**src/rtl/io_bus_ctrl.sv**
```systemverilog
// Z80 I/O-space controller: base/mask device decode, per-device wait states,
// single-clock rd/wr strobes, registered read data and a control latch.
module io_bus_ctrl #(
    parameter int                      NDEV      = 4,
    parameter int                      ABITS     = 8,
    parameter logic [NDEV*ABITS-1:0]   BASE      = {8'hFC, 8'hFA, 8'hF8, 8'hFE},
    parameter logic [NDEV*ABITS-1:0]   MASK      = {8'hFE, 8'hFF, 8'hFE, 8'hFF},
    parameter logic [NDEV*4-1:0]       WAITS     = {4'd1, 4'd3, 4'd0, 4'd0},
    parameter logic [ABITS-1:0]        CTRL_ADDR = {ABITS{1'b1}},
    parameter int                      CTRL_W    = 3,
    parameter int                      CTRL_LSB  = 3
) (
    input  logic                 clk_i,
    input  logic                 rst_n_i,
    input  logic                 ce_i,
    input  logic                 iorq_i,
    input  logic                 rd_i,
    input  logic                 wr_i,
    input  logic [ABITS-1:0]     a_i,
    input  logic [7:0]           d_in_i,
    output logic [7:0]           d_out_o,
    output logic                 wait_n_o,
    output logic [NDEV-1:0]      dev_cs_o,
    output logic [NDEV-1:0]      dev_rd_o,
    output logic [NDEV-1:0]      dev_wr_o,
    input  logic [NDEV*8-1:0]    dev_q_i,
    input  logic                 ctrl_in_i,
    output logic [CTRL_W-1:0]    ctrl_o
);

    localparam int IW = (NDEV > 1) ? $clog2(NDEV) : 1;

    typedef enum logic [1:0] {
        ST_IDLE   = 2'd0,
        ST_WAIT   = 2'd1,
        ST_ACCESS = 2'd2,
        ST_HOLD   = 2'd3
    } state_t;

    state_t            state_q, state_d;
    logic [IW-1:0]     idx_q, idx_d;
    logic              dev_hit_q, dev_hit_d;
    logic              ctrl_hit_q, ctrl_hit_d;
    logic              rd_dir_q, rd_dir_d;
    logic [3:0]        cnt_q, cnt_d;
    logic              wait_n_q, wait_n_d;
    logic [NDEV-1:0]   cs_q, cs_d;
    logic [NDEV-1:0]   rd_q, rd_d;
    logic [NDEV-1:0]   wr_q, wr_d;
    logic [7:0]        d_out_q, d_out_d;
    logic [CTRL_W-1:0] ctrl_q, ctrl_d;

    logic              dev_hit_s;
    logic              ctrl_hit_s;
    logic [IW-1:0]     idx_s;
    logic [3:0]        waits_s;
    logic [7:0]        dev_data_s;
    logic              start_s;
    logic              enter_s;
    logic [NDEV-1:0]   sel_s;
    logic              unused_s;

    // Only the latch field of the write data is consumed.
    assign unused_s = ^d_in_i;

    // Address decode; walking downwards lets the lowest matching device win.
    always_comb begin
        dev_hit_s  = 1'b0;
        idx_s      = '0;
        waits_s    = 4'd0;
        for (int i = NDEV - 1; i >= 0; i--) begin
            if ((a_i & MASK[i*ABITS +: ABITS]) == (BASE[i*ABITS +: ABITS] & MASK[i*ABITS +: ABITS])) begin
                dev_hit_s = 1'b1;
                idx_s     = IW'(i);
                waits_s   = WAITS[i*4 +: 4];
            end else begin
                dev_hit_s = dev_hit_s;
            end
        end
        ctrl_hit_s = !dev_hit_s && (a_i == CTRL_ADDR);
        start_s    = !iorq_i && (rd_i ^ wr_i);
    end

    // Read data of the captured device.
    always_comb begin
        dev_data_s = 8'hFF;
        for (int i = 0; i < NDEV; i++) begin
            if (idx_q == IW'(i)) begin
                dev_data_s = dev_q_i[i*8 +: 8];
            end else begin
                dev_data_s = dev_data_s;
            end
        end
    end

    // Bus FSM next state; strobes default low so they never outlive one clock.
    always_comb begin
        state_d    = state_q;
        idx_d      = idx_q;
        dev_hit_d  = dev_hit_q;
        ctrl_hit_d = ctrl_hit_q;
        rd_dir_d   = rd_dir_q;
        cnt_d      = cnt_q;
        wait_n_d   = wait_n_q;
        cs_d       = cs_q;
        rd_d       = '0;
        wr_d       = '0;
        d_out_d    = d_out_q;
        ctrl_d     = ctrl_q;
        enter_s    = 1'b0;
        sel_s      = '0;
        if (ce_i) begin
            case (state_q)
                ST_IDLE: begin
                    if (start_s) begin
                        idx_d      = idx_s;
                        dev_hit_d  = dev_hit_s;
                        ctrl_hit_d = ctrl_hit_s;
                        rd_dir_d   = !rd_i;
                        cnt_d      = waits_s;
                        if (waits_s != 4'd0) begin
                            state_d  = ST_WAIT;
                            wait_n_d = 1'b0;
                        end else begin
                            state_d  = ST_ACCESS;
                            enter_s  = 1'b1;
                        end
                    end else begin
                        state_d = ST_IDLE;
                    end
                end
                ST_WAIT: begin
                    if (cnt_q == 4'd1) begin
                        cnt_d    = 4'd0;
                        state_d  = ST_ACCESS;
                        wait_n_d = 1'b1;
                        enter_s  = 1'b1;
                    end else begin
                        cnt_d    = cnt_q - 4'd1;
                    end
                end
                ST_ACCESS: begin
                    if (rd_dir_q) begin
                        if (dev_hit_q) begin
                            d_out_d = dev_data_s;
                        end else if (ctrl_hit_q) begin
                            d_out_d = {7'd0, ctrl_in_i};
                        end else begin
                            d_out_d = 8'hFF;
                        end
                    end else if (ctrl_hit_q) begin
                        ctrl_d = d_in_i[CTRL_LSB +: CTRL_W];
                    end else begin
                        ctrl_d = ctrl_q;
                    end
                    state_d = ST_HOLD;
                end
                ST_HOLD: begin
                    if (iorq_i) begin
                        state_d = ST_IDLE;
                        d_out_d = 8'hFF;
                        cs_d    = '0;
                    end else begin
                        state_d = ST_HOLD;
                    end
                end
                default: begin
                    state_d  = ST_IDLE;
                    wait_n_d = 1'b1;
                    cs_d     = '0;
                    d_out_d  = 8'hFF;
                end
            endcase
        end else begin
            state_d = state_q;
        end

        if (enter_s) begin
            for (int i = 0; i < NDEV; i++) begin
                sel_s[i] = dev_hit_d && (idx_d == IW'(i));
            end
            cs_d = sel_s;
            if (rd_dir_d) begin
                rd_d = sel_s;
            end else begin
                wr_d = sel_s;
            end
        end else begin
            sel_s = '0;
        end
    end

    // State and output registers.
    always_ff @(posedge clk_i or negedge rst_n_i) begin
        if (!rst_n_i) begin
            state_q    <= ST_IDLE;
            idx_q      <= '0;
            dev_hit_q  <= 1'b0;
            ctrl_hit_q <= 1'b0;
            rd_dir_q   <= 1'b0;
            cnt_q      <= 4'd0;
            wait_n_q   <= 1'b1;
            cs_q       <= '0;
            rd_q       <= '0;
            wr_q       <= '0;
            d_out_q    <= 8'hFF;
            ctrl_q     <= '0;
        end else begin
            state_q    <= state_d;
            idx_q      <= idx_d;
            dev_hit_q  <= dev_hit_d;
            ctrl_hit_q <= ctrl_hit_d;
            rd_dir_q   <= rd_dir_d;
            cnt_q      <= cnt_d;
            wait_n_q   <= wait_n_d;
            cs_q       <= cs_d;
            rd_q       <= rd_d;
            wr_q       <= wr_d;
            d_out_q    <= d_out_d;
            ctrl_q     <= ctrl_d;
        end
    end

    assign d_out_o  = d_out_q;
    assign wait_n_o = wait_n_q;
    assign dev_cs_o = cs_q;
    assign dev_rd_o = rd_q;
    assign dev_wr_o = wr_q;
    assign ctrl_o   = ctrl_q;

endmodule

```
**config.mk**
```make
export PLATFORM = sky130hd
export DESIGN_NAME = io_bus_ctrl
export DESIGN_NICKNAME = d
export VERILOG_FILES = /design/src/rtl/io_bus_ctrl.sv
export SDC_FILE = /design/constraint.sdc
export NUM_CORES = 1
export LEC_CHECK = 0
export ABC_AREA = 0
export BUFFER_PORTS_ARGS = -buffer_cell sky130_fd_sc_hd__buf_4
export CORE_MARGIN = 5
export CORE_UTILIZATION = 47
export DETAILED_ROUTE_END_ITERATION = 6
export GPL_TIMING_DRIVEN = 1
export PLACE_DENSITY = 0.79
export SLEW_MARGIN = 10
export SYNTH_ARGS = -nofsm -noshare
export SYNTH_HDL_FRONTEND = slang
export SYNTH_SLANG_ARGS = --single-unit
```
**constraint.sdc**
```tcl
create_clock -name clk_i -period 2.5 [get_ports clk_i]
set_input_delay 0.375 -clock clk_i [delete_from_list [all_inputs] [get_ports clk_i]]
set_output_delay 0.375 -clock clk_i [all_outputs]
set_load 0.03 [all_outputs]
```
==> out/metrics.yaml <==
pwr-share-comb: 0.302
core_area_sq_um: 3690
grt_max_degree: 36
async_reset_ff_frac: 1.00
synthTopCellsByCount: "dfrtp_1, nor2_1, nand2_1"
ys_ff_latch: 35
antenna_found_initial: 0
worst-path-buf-inv: 1
ys_warn_count: 0
status: "finished clean"
cell_internal_pwr_w: 0.00106
diodes: 0
maxSlewViolCount: 0
initial_core_util: 0.487
relSlewSlack: 0.603
met1_usage: 0.207
worst_slew_pin_slew_ps: 595
drv_cap: 0
p_sw_w: 0.000526
use_met2: 0.287
avgSynthCellArea_sq_um: 10.3
crit_slowest_cell: "or4b_4"
first_iter_violations: 33
yosysTopAreaCell: "dfrtp_1"
cp-start-kind: "flop"
syn2layout_area_growth_pct: 38.3
layout-drive-gt1-share: 0.417
hold_viol_final: 0
globalRouteOverflowTotal: 0
path_max_fanout: 9
syn_nets: 232
max_freq_mhz: 458
gp_congestion: 0.832
grt_use_met3: 0.0603
root_buffer: "clkbuf_8"
dr_total_vias: 1613
rsz0062_at_grt: "false"
period_minus_slack_ps: 2180
grt_pass1_vias: 1521
die_height_um: 71.9
cts_setup_buffers: 0
die_w_um: 71.9
cts_buffers: 5
clockBufferDepth: 2
holdWs_ps: 25.7
fin_tns_setup_ps: 0
finClkSkew_ps: 1.89
min_period_over_period: 0.873
peakVddDrop_v: 0.000429
cts.reportedPaths.clkPinSlew_ps: 70
hp-class: "input port to asynchronous set/reset pin"
crit_arrival_ps: 2400
crit_path_end_kind: "flop"
cp.required_ps: 2710
ys_types: 42
num-nets-final: 310
cts.sinks: 35
insertion_delay_ps: 280
cts_resized: 0
p_clk_frac: 0.246
routed_via_density: 5.34
placed_cells: 294
dieArea_sq_um: 5160
crit_family: "simple AND/OR/NAND/NOR gates"
post_drt_wl_per_cell_um: 14.2
setup_violations: 0
cts_tree: "built"
power_leakage_nw: 1.16
reg2regPathDepth: 6
post-route-drc-count: 0
fin_cells: 302
synth_edf_count: 0
critPathKind: "flop to flop"
syn_area_sq_um: 1800
routed_wirelength_mm: 4.28
worstPathCellList: "or4b_4, or2_0, o31a_1, inv_2, nand4_1, nor2_1"
slowest_delay_ps: 570
cp.depth: 6
yosys_most_used_dff: "dfrtp_1"
grt_first_pass_wirelength_mm: 6.98
syn_inst: 175
synth_area_leaders: "dfrtp_1, dfstp_2, mux4_2, nor2_1, a21oi_1"
hpwl_mm: 3.30
swShare: 0.332
synth_top_area_frac: 0.362
fp-row-count: 22
power_density_nw_per_um2: 636
yosysSeqAreaShare: 0.493
grt.total_usage: 0.174
sequentialPowerShare: 0.452
cts-htree-levels: 2
gr-max-usage-layer: "met2"
first_pass_iters: 4
num_io_pins: 79
numPortBuffers: 73
antenna_left: 0
nFillCells: 303
ctsHoldBuffers: 0
-- flip-flops by register name, indices dropped and copies added (netlist names) --
register	flops
ctrl_hit_q	1
dev_cs_o	4
ctrl_o	3
idx_q	2
rd_dir_q	1
dev_hit_q	1
d_out_o	8
wait_n_o	1
cnt_q	4
state_q	2
dev_rd_o	4
dev_wr_o	4
-- path summary, 6_finish.rpt --
path,slack [ps],startpoint,endpoint
worst max-delay path,320,state_q[1]$_DFFE_PN0P_,dev_rd_o[3]$_DFF_PN0_
worst min-delay path,30,rst_n_i,ctrl_o[2]$_DFFE_PN0P_
worst max register to register,320,state_q[1]$_DFFE_PN0P_,dev_rd_o[3]$_DFF_PN0_
worst min register to register,500,d_out_o[0]$_DFFE_PN1P_,d_out_o[0]$_DFFE_PN1P_
max in group asynchronous,2130,rst_n_i,d_out_o[1]$_DFFE_PN1P_
min in group clk_i,300,ce_i,wait_n_o$_DFFE_PN1P_
-- per-layer routing --
metal  vias up  routed length (um)
met5         -                   0
met4         0                  61
met3         6                 427
met2        69                2020
met1       745                1770
li1        793                   -
-- cells by family after synthesis --
kind of cell,count (synthesis),share of synthesized area
and+or+nand+nor,65,0.174
buffers and inverters,16,0.0397
DFF,35,0.493
adders and majority gates,2,0.0139
muxes,12,0.125
xor gates and xnor gates,1,0.00487
AOI/OAI and AO/OA,44,0.150
-- worst register-to-register path, delay by kind of cell, from the launching register on --
family          cells  cell delay (ps)
simple gates        4             1210
flops               1              450
compound gates      1              360
buf+inv             1               80
-- through the flow --
step | area [sq um] | utilization | worst slack, ps | total power [W]
final | 2490 | 0.674 | 318 | 0.00158
after global routing | 2490 | 0.674 | 149 | 0.00169
after CTS | 2490 | 0.674 | 321 | 0.00160
after detailed placement | 2400 | 0.651 | 331 | 0.00120
after global placement | 2400 | 0.651 | 371 | 0.00119
after floorplan | 1800 | - | 532 | 0.00103
-- cell usage in the layout (no fill, tap or decap), types with 5 or more instances in the layout --
cell type,synthesis,final
dfrtp_1,26,26
mux4_2,8,8
clkbuf_8,0,5
inv_1,9,9
a21oi_1,14,14
o21ai_0,11,11
nor2_1,26,26
nand2_1,16,16
dfstp_2,9,9
buf_4,1,77
-- cell type report --
class | instances | area [sq um] | area share
clock buffer | 6 | 72.6 | 0.0292
sequential | 35 | 887 | 0.357
clock inverter | 2 | 12.5 | 0.00503
tap | 48 | 60.1 | 0.0241
timing repair buffer | 77 | 578 | 0.232
inverter | 10 | 37.5 | 0.0151
multi-input combinational | 124 | 840 | 0.338
-- power groups by stage --
stage	Clock [W]	Sequential [W]	Combinational, W
2_1_floorplan	0	0.000737	0.000288
3_3_place_gp	0	0.000720	0.000472
3_5_place_dp	0	0.000725	0.000477
4_1_cts	0.000400	0.000718	0.000481
5_1_grt	0.000420	0.000727	0.000540
6_report	0.000389	0.000716	0.000478
Power figures use the tool's default switching activity.
